===== src/rtl/ras.sv =====
// Return address stack: circular store of predicted call return targets (PC[31:1]).
// Latency: push/pop/restore update state on one CLK edge; outputs are read from registered state only.
// Backpressure: none; every input is sampled each cycle and callers gate the valids.
//
// Ports:
//   CLK, RST                    core clock, asynchronous active-high reset
//   link_valid, link_target     predicted call: push link_target
//   ret_valid                   predicted return: pop
//   restore_valid/index/count   restore top pointer and depth from a frontend checkpoint
//   ret_target                  entry at the current top (stack[index]), valid only when !ras_empty
//   ras_index, ras_count        current top pointer and valid depth, for checkpointing
//   ras_empty                   depth is zero
module ras #(
    parameter int RAS_ENTRIES      = 8,   // power of two
    parameter int RAS_INDEX_WIDTH  = 3,   // $clog2(RAS_ENTRIES)
    parameter int RAS_TARGET_WIDTH = 31
) (
    input  logic                        CLK,
    input  logic                        RST,
    input  logic                        link_valid,
    input  logic [RAS_TARGET_WIDTH-1:0] link_target,
    input  logic                        ret_valid,
    input  logic                        restore_valid,
    input  logic [RAS_INDEX_WIDTH-1:0]  restore_index,
    input  logic [RAS_INDEX_WIDTH:0]    restore_count,
    output logic [RAS_TARGET_WIDTH-1:0] ret_target,
    output logic [RAS_INDEX_WIDTH-1:0]  ras_index,
    output logic [RAS_INDEX_WIDTH:0]    ras_count,
    output logic                        ras_empty
);

    localparam logic [RAS_INDEX_WIDTH:0]   CNT_FULL = (RAS_INDEX_WIDTH+1)'(RAS_ENTRIES);
    localparam logic [RAS_INDEX_WIDTH:0]   CNT_ONE  = (RAS_INDEX_WIDTH+1)'(1);
    localparam logic [RAS_INDEX_WIDTH:0]   CNT_ZERO = '0;
    localparam logic [RAS_INDEX_WIDTH-1:0] IDX_ONE  = RAS_INDEX_WIDTH'(1);

    logic [RAS_TARGET_WIDTH-1:0] stack_q [RAS_ENTRIES];
    logic [RAS_TARGET_WIDTH-1:0] stack_d [RAS_ENTRIES];
    logic [RAS_INDEX_WIDTH-1:0]  index_q, index_d;
    logic [RAS_INDEX_WIDTH:0]    count_q, count_d;

    // Single write port: at most one entry is written per cycle.
    logic                        wr_en;
    logic [RAS_INDEX_WIDTH-1:0]  wr_idx;

    logic push_only;
    logic pop_only;
    logic push_pop;

    assign push_only = link_valid & ~ret_valid;
    assign pop_only  = ret_valid & ~link_valid;
    assign push_pop  = link_valid & ret_valid;

    always_comb begin
        index_d = index_q;
        count_d = count_q;
        wr_en   = 1'b0;
        wr_idx  = index_q;

        if (restore_valid) begin
            // Checkpoint restore wins over any push/pop in the same cycle.
            // Contents are left alone; only pointer and depth roll back.
            index_d = restore_index;
            count_d = (restore_count > CNT_FULL) ? CNT_FULL : restore_count;
        end else if (push_only) begin
            // Index wraps naturally; at full depth this overwrites the oldest entry.
            wr_en   = 1'b1;
            wr_idx  = index_q + IDX_ONE;
            index_d = index_q + IDX_ONE;
            count_d = (count_q == CNT_FULL) ? CNT_FULL : count_q + CNT_ONE;
        end else if (pop_only) begin
            // Popping an empty stack is a no-op so the pointer stays consistent.
            if (count_q != CNT_ZERO) begin
                index_d = index_q - IDX_ONE;
                count_d = count_q - CNT_ONE;
            end
        end else if (push_pop) begin
            // Return then call in one fetch: replace the top in place.
            wr_en   = 1'b1;
            wr_idx  = index_q;
            count_d = (count_q == CNT_ZERO) ? CNT_ONE : count_q;
        end

        for (int i = 0; i < RAS_ENTRIES; i++) begin
            stack_d[i] = stack_q[i];
        end
        if (wr_en) begin
            stack_d[wr_idx] = link_target;
        end
    end

    always_ff @(posedge CLK or posedge RST) begin
        if (RST) begin
            index_q <= '0;
            count_q <= '0;
            for (int i = 0; i < RAS_ENTRIES; i++) begin
                stack_q[i] <= '0;
            end
        end else begin
            index_q <= index_d;
            count_q <= count_d;
            for (int i = 0; i < RAS_ENTRIES; i++) begin
                stack_q[i] <= stack_d[i];
            end
        end
    end

    // Outputs come only from registered state; no input-to-output path.
    assign ret_target = stack_q[index_q];
    assign ras_index  = index_q;
    assign ras_count  = count_q;
    assign ras_empty  = (count_q == CNT_ZERO);

endmodule


===== config.mk =====
export PLATFORM = sky130hd
export DESIGN_NAME = ras
export DESIGN_NICKNAME = d
export VERILOG_FILES = /design/src/rtl/ras.sv
export SDC_FILE = /design/constraint.sdc
export NUM_CORES = 1
export LEC_CHECK = 0
export CORE_ASPECT_RATIO = 1.5
export CORE_UTILIZATION = 59
export DETAILED_ROUTE_END_ITERATION = 8
export PLACE_DENSITY = 0.91
export SETUP_SLACK_MARGIN = 0.02
export SLEW_MARGIN = 20
export SYNTH_ARGS = -nofsm -noshare
export SYNTH_HDL_FRONTEND = slang
export SYNTH_SLANG_ARGS = --single-unit

===== constraint.sdc =====
create_clock -name CLK -period 9.6 [get_ports CLK]
set_clock_uncertainty 0.2 [all_clocks]
set_input_delay 0.96 -clock CLK [delete_from_list [all_inputs] [get_ports CLK]]
set_output_delay 0.96 -clock CLK [all_outputs]
set_load 0.02 [all_outputs]

# == Yosys cells after proc, flatten, opt, wreduce, memory -nomap -nowiden ==
# Index checks and enable logic that the tools add are counted.
# Widths: inputs -> output; s select.
# word_totals
reg_bits,255
out_inout_bits,39
elab_cells,60
# classes
addsub,4
order_cmp,4
eq_ne,2
muxes,24
bitwise,7
reduce_logical,9
# ops
operator,n
$bwmux 248,1
$bmux 31 s3,1
$demux 31 s3,1
$mux 31,3
$mux 4,8
$mux 3,6
$reduce_bool 4->1,3
$ge 4x4->1 const B,2
$not 3->4,2
$reduce_bool 3->1,2
$add 4x1->4 const B,1
$eq 4x4->1 const B,1
$gt 4x4->1 const B,1
$logic_not 4->1,1
$lt 4x1->1 const B,1
$mux 1,4
$ne 4x3->1 const B,1
$sub 4x1->4 const B,1
$add 3x1->3 const B,1
$and 1x1->1,3
$reduce_and 3->1,1
$sub 3x1->3 const B,1
$not 1->1,2
$reduce_and 2->1,1
$logic_and 1x1->1,1

# == Depth between registers and ports, before layout ==
# Gate-level depths: netlist (run 1).
# logic_depth
word_depth,10
ltp_mapped,9

# == Worst setup path before layout (run 1) ==
# No wires, ideal clock.
# synth_timing
path_kind,reg-to-output
startpoint,reg index_q[0] (netlist: ras_index[0])
endpoint,out ret_target[0]
t_arrival_ps,1843
setup_slack_ps,6597
path_stages_with_launch,5
cell_sequence,dfrtp_1 buf_4 buf_2 mux4_2 mux2_2
# synth_via
elab_chain_cells,4
# synth_rtl
item,line,source
start: declaration,39,"logic [RAS_INDEX_WIDTH-1:0] index_q, index_d;"
start signal: assignment,100,index_q <= index_d;
$not 3->4 (implied by the code),109,assign ret_target = stack_q[index_q];
$bmux 31 s3,109,
$mux 31 (implied by the code) (2 in series),109,
end: declaration,26,"output logic [RAS_TARGET_WIDTH-1:0] ret_target,"
# No other way between the ends. The select of a mux whose other input is x is not followed.

# == Worst setup path after layout (run 1) ==
# layout_timing
startpoint,reg index_q[0] (netlist: ras_index[0])
endpoint,out ret_target[20]
# The elaborated chain is that of the path after synthesis.

==> results_dict.tcl, run 1 <==
set metrics [dict create \
    grt_first_pass_wirelength_microns 41200 \
    crit_chain "buf_4 > mux4_2 > mux2_2 > clkdlybuf4s50_1" \
    slew_headroom_pct 24.2 \
    via_count 6761 \
    dieArea_sq_um 20700 \
    syn2layout_area_growth_pct 14.9 \
    clockBufferDepth 3 \
    coreArea_sq_um 19700 \
    worstSetupPathType "reg -> out" \
    synthDistinctLibCells 46 \
    drt-wirelength-per-cell_microns 23.1 \
    hold_path_depth 1 \
    clk_latency_ns 0.52 \
    synth.yosys.seq_area_share_pct 53.8 \
    synth_nets 794 \
    maxCapViolCount 0 \
    path_clk_slew_ns 0.07 \
    cts_num_sinks 255 \
    multi_input_area_sq_um 5210 \
    ys.flop_type "dfrtp_1" \
    tightest_slew_ns 1.14 \
    hp-class "reg -> reg" \
    drc 0 \
    crit_buf_inv 2 \
    synth-async-reset-ratio_pct 100 \
    final_layout_size_suffix_gt1_share_pct 47.0 \
    ant_nets 0 \
    routed_wl_microns 25000 \
    portBuffers 81 \
    finalSetupViolCount 0 \
    finalPower_uw 4290 \
    grt_pass1_vias 7609 \
    ys_seq_elements 255 \
    grt_usage_pct 25.4 \
    htree_num_levels 1 \
    power_density_nw_per_um2 314 \
    cts_setup_buffers 0 \
    worstHoldStart "stack_q[111]" \
    yosys.area.top_type "dfrtp_1" \
    fp-row-count 63 \
    synth_area_leaders "dfrtp_1 54%, mux2_2 25%, mux4_2 12%, mux2_1 1.5%, buf_2 1.1%" \
    final.setup.tns_ns 0 \
    synth-edff-count 0 \
    avgViaCountPerCell 6.24 \
    yosysTopAreaCellShare_pct 53.8 \
    fin_nets 858 \
    postCtsHoldBufs 0 \
    worstPathRequired_ns 8.44 \
    dp.cells 1040 \
    hold_slack_ns 0.289 \
    cts_resized 0 \
    antenna_found_initial 1 \
    crit_slowest_cell "buf_4" \
    postSynthAreaPerCell_sq_um 16.0 \
    end_kind "primary output" \
    register_area_sq_um 6390 \
    crit_arrival_ns 3.50 \
    start_util_pct 60.2 \
    cts_root_buf "clkbuf_16" \
    die_x_microns 118 \
    ir_worst_vdd_uv 124 \
    p_leak_uw 0.00574 \
    r2r_end "stack_q[235]" \
    status "finished clean" \
    die_y_microns 176 \
    finalNonFillerCells 1084 \
    cts_tree "done" \
    r2r_setup_slack_ns 5.71 \
    reg2reg_depth 7 \
    grt_overflow 0 \
    drtPass1Iterations 4 \
    finalHoldViolations 0 \
    synthCells 743 \
    ios 82 \
    max_stage_delay_ns 0.84 \
    rsz0062_at_grt "no" \
    max_freq_ghz 0.214 \
    n_fill_cell 1211 \
    fin_crit_sh_pct 48.6 \
    gp_congestion 0.852 \
    dp_hpwl_microns 14600 \
    cp_max_fo 50 \
    syn_area_sq_um 11900 \
    numCtsBuffers 23 \
    grt_start_max_net_pins 115 \
    period_needed_ns 4.66 \
    drtIter0Drc 504 \
    yosys_warnings 0 \
    whs_endpoint "stack_q[111]" \
    reg2reg_from "ras_index[1]" \
    cpLargestDelayFamily "buffers and inverters" \
    critPathLaunchType "flop" \
    report.final.slew_viol_count 0 \
]
==> layout by cell type (no fill, tap or decap), drive strengths merged, types with 2 or more instances in the layout <==
cell | Yosys | final
or3b | 2 | 2
buf | 37 | 6
nand3b | 2 | 2
mux4 | 62 | 62
inv | 11 | 11
mux2 | 279 | 279
and2 | 2 | 2
xor2 | 3 | 3
nor2 | 8 | 8
o32ai | 2 | 2
nand2b | 3 | 3
o21ai | 5 | 5
clkinv | 0 | 9
xnor2 | 2 | 2
nor3b | 4 | 4
nand2 | 13 | 13
a211oi | 2 | 2
clkbuf | 11 | 28
ha | 8 | 8
dfrtp | 255 | 255
a32oi | 3 | 3
a21oi | 5 | 5
nor3 | 2 | 2
clkdlybuf4s50 | 0 | 81
o21a | 2 | 2
bufinv | 0 | 3
nor2b | 5 | 5
==> where the power goes <==
group / leakage [uW] / internal (uW) / switching, uW
combinational: 0.00223 / 898 / 534
clock: 0.000385 / 545 / 403
sequential: 0.00312 / 1600 / 304
total: 0.00574 / 3050 / 1240
==> sequential cells by signal, summed over array words and instances, names as in the netlist <==
name,cells
stack_q,248
ras_count,4
ras_index,3
==> metal layers <==
| layer | track usage, % | wire, microns |
|---|---|---|
| met5 | 0 | 0 |
| met4 | 10.5 | 657 |
| met3 | 3.93 | 1130 |
| met2 | 44.3 | 13400 |
| met1 | 31.6 | 9780 |
==> per-stage QoR <==
stage                     utilization (%)  setup WS (ns)  area [sq um]
after global placement               65.0           5.41         12800
after floorplan                         -           1.43         11900
after detailed placement             65.0           5.31         12800
after CTS                            68.9           4.87         13600
after global routing                 69.2           4.73         13600
final                                69.2           4.94         13600
==> cell families (layout without fill, tap and decap cells) <==
family                   count (synthesis)  count (layout)  share of synthesized area [%]
XOR/XNOR                                 5               5                          0.432
other                                    0               1                              0
multiplexers                           341             341                           38.2
AND/OR/NAND/NOR                         47              47                           2.28
AO/OA/AOI/OAI                           28              28                           1.82
buffers and inverters                   59             139                           2.62
flip-flops                             255             255                           53.8
adder cells (fa/ha/maj)                  8               8                          0.843
==> how the worst max path moves through the flow <==
stage	to	slack (ns)	cells after the start	startpoint
after global routing	ret_target[25]	4.73	4	ras_index[0]
after CTS	ret_target[21]	4.87	4	ras_index[0]
final	ret_target[20]	4.94	4	ras_index[0]
after global placement	stack_q[88]	5.41	6	link_valid
after detailed placement	stack_q[191]	5.31	6	link_valid
after floorplan	ras_count[0]	1.43	1	RST
==> cells in the mapped netlist, types with 2 or more instances <==
cell      instances
nor2_1            8
nor3b_1           4
mux2_2          263
nand2_1          11
a32oi_1           3
nand2b_1          3
ha_1              8
mux4_2           62
buf_4             3
o32ai_2           2
mux2_1           16
clkbuf_1         11
buf_6             6
o21a_1            2
nor3_1            2
xnor2_1           2
o21ai_0           5
inv_1            11
a21oi_1           5
buf_2            27
dfrtp_1         255
nand2_2           2
or3b_1            2
nor2b_1           5
nand3b_1          2
xor2_1            2
a211oi_1          2
==> area by class of cell <==
type / instances / area share, %
Clock inverter: 13 / 1.07
Clock buffer: 28 / 4.58
Multi-Input combinational cell: 429 / 38.2
Sequential cell: 255 / 46.8
Timing Repair Buffer: 87 / 6.52
Tap cell: 260 / 2.39
Inverter: 11 / 0.358
Antenna cell: 1 / 0.0184
Note: power is estimated with default switching activity, not from simulation.
==> run 2, diff against run 1 <==
CORE_UTILIZATION = 53   (was 59)
PLACE_DENSITY = 0.87   (was 0.91)
clock period = 4 ns   (was 9.6 ns; I/O delays follow)
==> results_dict.tcl, run 2 (synthesis gave the netlist of run 1 again) <==
set metrics [dict create \
    fin_nets 875 \
    reg2reg_depth 7 \
    regMostFlops "stack_q" \
    drtPass1Iterations 4 \
    maxCapViolCount 0 \
    final.setup.tns_ns 0 \
    finalNonFillerCells 1116 \
    grt_start_max_net_pins 81 \
    crit_slowest_cell "dfrtp_4" \
    r2r_end "stack_q[216]" \
    power_density_nw_per_um2 744 \
    gp_congestion 0.831 \
    portBuffers 81 \
    worstPathRequired_ns 3.40 \
    numCtsBuffers 24 \
    crit_arrival_ns 3.01 \
    path_clk_slew_ns 0.06 \
    setup_slack_ns 0.387 \
    finalHoldViolations 0 \
    crit_buf_inv 2 \
    htree_num_levels 1 \
    die_x_microns 124 \
    ir_worst_vdd_uv 422 \
    die_y_microns 185 \
    final_layout_size_suffix_gt1_share_pct 48.1 \
    worstSetupPathType "reg -> out" \
    n_fill_cell 1531 \
    startpoint "ras_index[0]" \
    drc 0 \
    grt_pass1_vias 7391 \
    grt_usage_pct 22.4 \
    max_stage_delay_ns 0.76 \
    avgViaCountPerCell 6.05 \
    internal-power_uw 7450 \
    pwr-share-seq_pct 43.9 \
    cpLargestDelayFamily "buffers and inverters" \
    drt-wirelength-per-cell_microns 21.5 \
    hp-class "in -> async" \
    grt_first_pass_wirelength_microns 39600 \
    cts_root_buf "clkbuf_16" \
    p_leak_uw 0.00588 \
    syn2layout_area_growth_pct 17.0 \
    tightest_slew_ns 0.623 \
    grt_overflow 0 \
    place_ws_ns 0.662 \
    coreArea_sq_um 21800 \
    final_common_cell "mux2_2" \
    netSwitchingPower_uw 2880 \
    report.final.slew_viol_count 0 \
    via_count 6751 \
    cts_resized 0 \
    register_area_sq_um 6390 \
    clockPowerShare_pct 23.1 \
    reg2reg_from "ras_index[0]" \
    hold_slack_ns 0.112 \
    final_cell_mix "263 x mux2_2, 252 x dfrtp_1, 81 x clkdlybuf4s50_1, 62 x mux4_2, 25 x clkbuf_16" \
    fin_util_pct 63.7 \
    cp_max_fo 26 \
    cts_tree "done" \
    fp-row-count 66 \
    rsz0062_at_grt "no" \
    dp_hpwl_microns 14900 \
    drtIter0Drc 409 \
    dp.cells 1070 \
    antenna_found_initial 2 \
    max_freq_ghz 0.277 \
    status "finished clean" \
    start_util_pct 54.4 \
    ant_nets 0 \
    dieArea_sq_um 23000 \
    power_frac_comb_pct 33.0 \
    critPathLaunchType "flop" \
    largest_reg_flops 248 \
    postCtsHoldBufs 0 \
    switching_share_pct 27.9 \
    cts_setup_buffers 0 \
    finalSetupViolCount 0 \
    period_needed_ns 3.61 \
    multi_input_area_sq_um 5210 \
    fin_crit_sh_pct 90.3 \
    slew_headroom_pct 58.4 \
    routed_wl_microns 24000 \
    clockBufferDepth 3 \
    crit_chain "buf_4 > mux4_2 > mux2_2 > clkdlybuf4s50_1" \
    ios 82 \
    cts_num_sinks 255 \
    end_kind "primary output" \
    r2r_setup_slack_ns 0.88 \
    clk_latency_ns 0.51 \
]
run 2: changes by cell type in the layout (fill, tap and decap cells not counted), sizes merged:
cell,delta
buf,+16
clkbuf,+3
diode,+1
run 2: final cells by class:
| cell class | instances | share of cell area [%] |
|---|---|---|
| clock buffers | 31 | 5.03 |
| multi-input cells | 429 | 37.5 |
| repair buffers | 103 | 7.57 |
| diodes | 2 | 0.0361 |
| clock inverters | 13 | 1.06 |
| flip-flops and latches | 255 | 46.0 |
| inverters | 11 | 0.325 |
| well taps | 272 | 2.45 |
run 2: power by group through the flow:
| stage | Sequential, uW | Clock [uW] | Combinational (uW) |
|---|---|---|---|
| after floorplan | 4290 | 0 | 2560 |
| after global placement | 4460 | 0 | 3320 |
| after detailed placement | 4560 | 0 | 3420 |
| after CTS | 4530 | 2430 | 3450 |
| after global routing | 4690 | 2540 | 3650 |
| final | 4530 | 2380 | 3410 |
run 2: metrics by stage:
stage,cell area (sq um),power [uW]
global route,13900,10900
global placement,13000,7780
CTS,13900,10400
detailed placement,13000,7980
finish,13900,10300
floorplan,11900,6850
run 2: worst max-delay path by stage:
stage                    end  slack, ns  depth (start not counted)
6_report       ret_target[8]       0.39                          4
2_1_floorplan   ras_count[0]       0.04                          1
3_3_place_gp     stack_q[46]       0.72                          7
4_1_cts        ret_target[8]       0.30                          4
5_1_grt        ret_target[8]       0.22                          4
3_5_place_dp    stack_q[216]       0.66                          7
run 2: metal layers:
metal,vias up,wire length (microns),GRT usage (%)
li1,2933,-,-
met1,3623,9630,28.1
met2,146,12900,39.6
met3,49,729,2.59
met4,0,737,8.14
met5,-,0,0
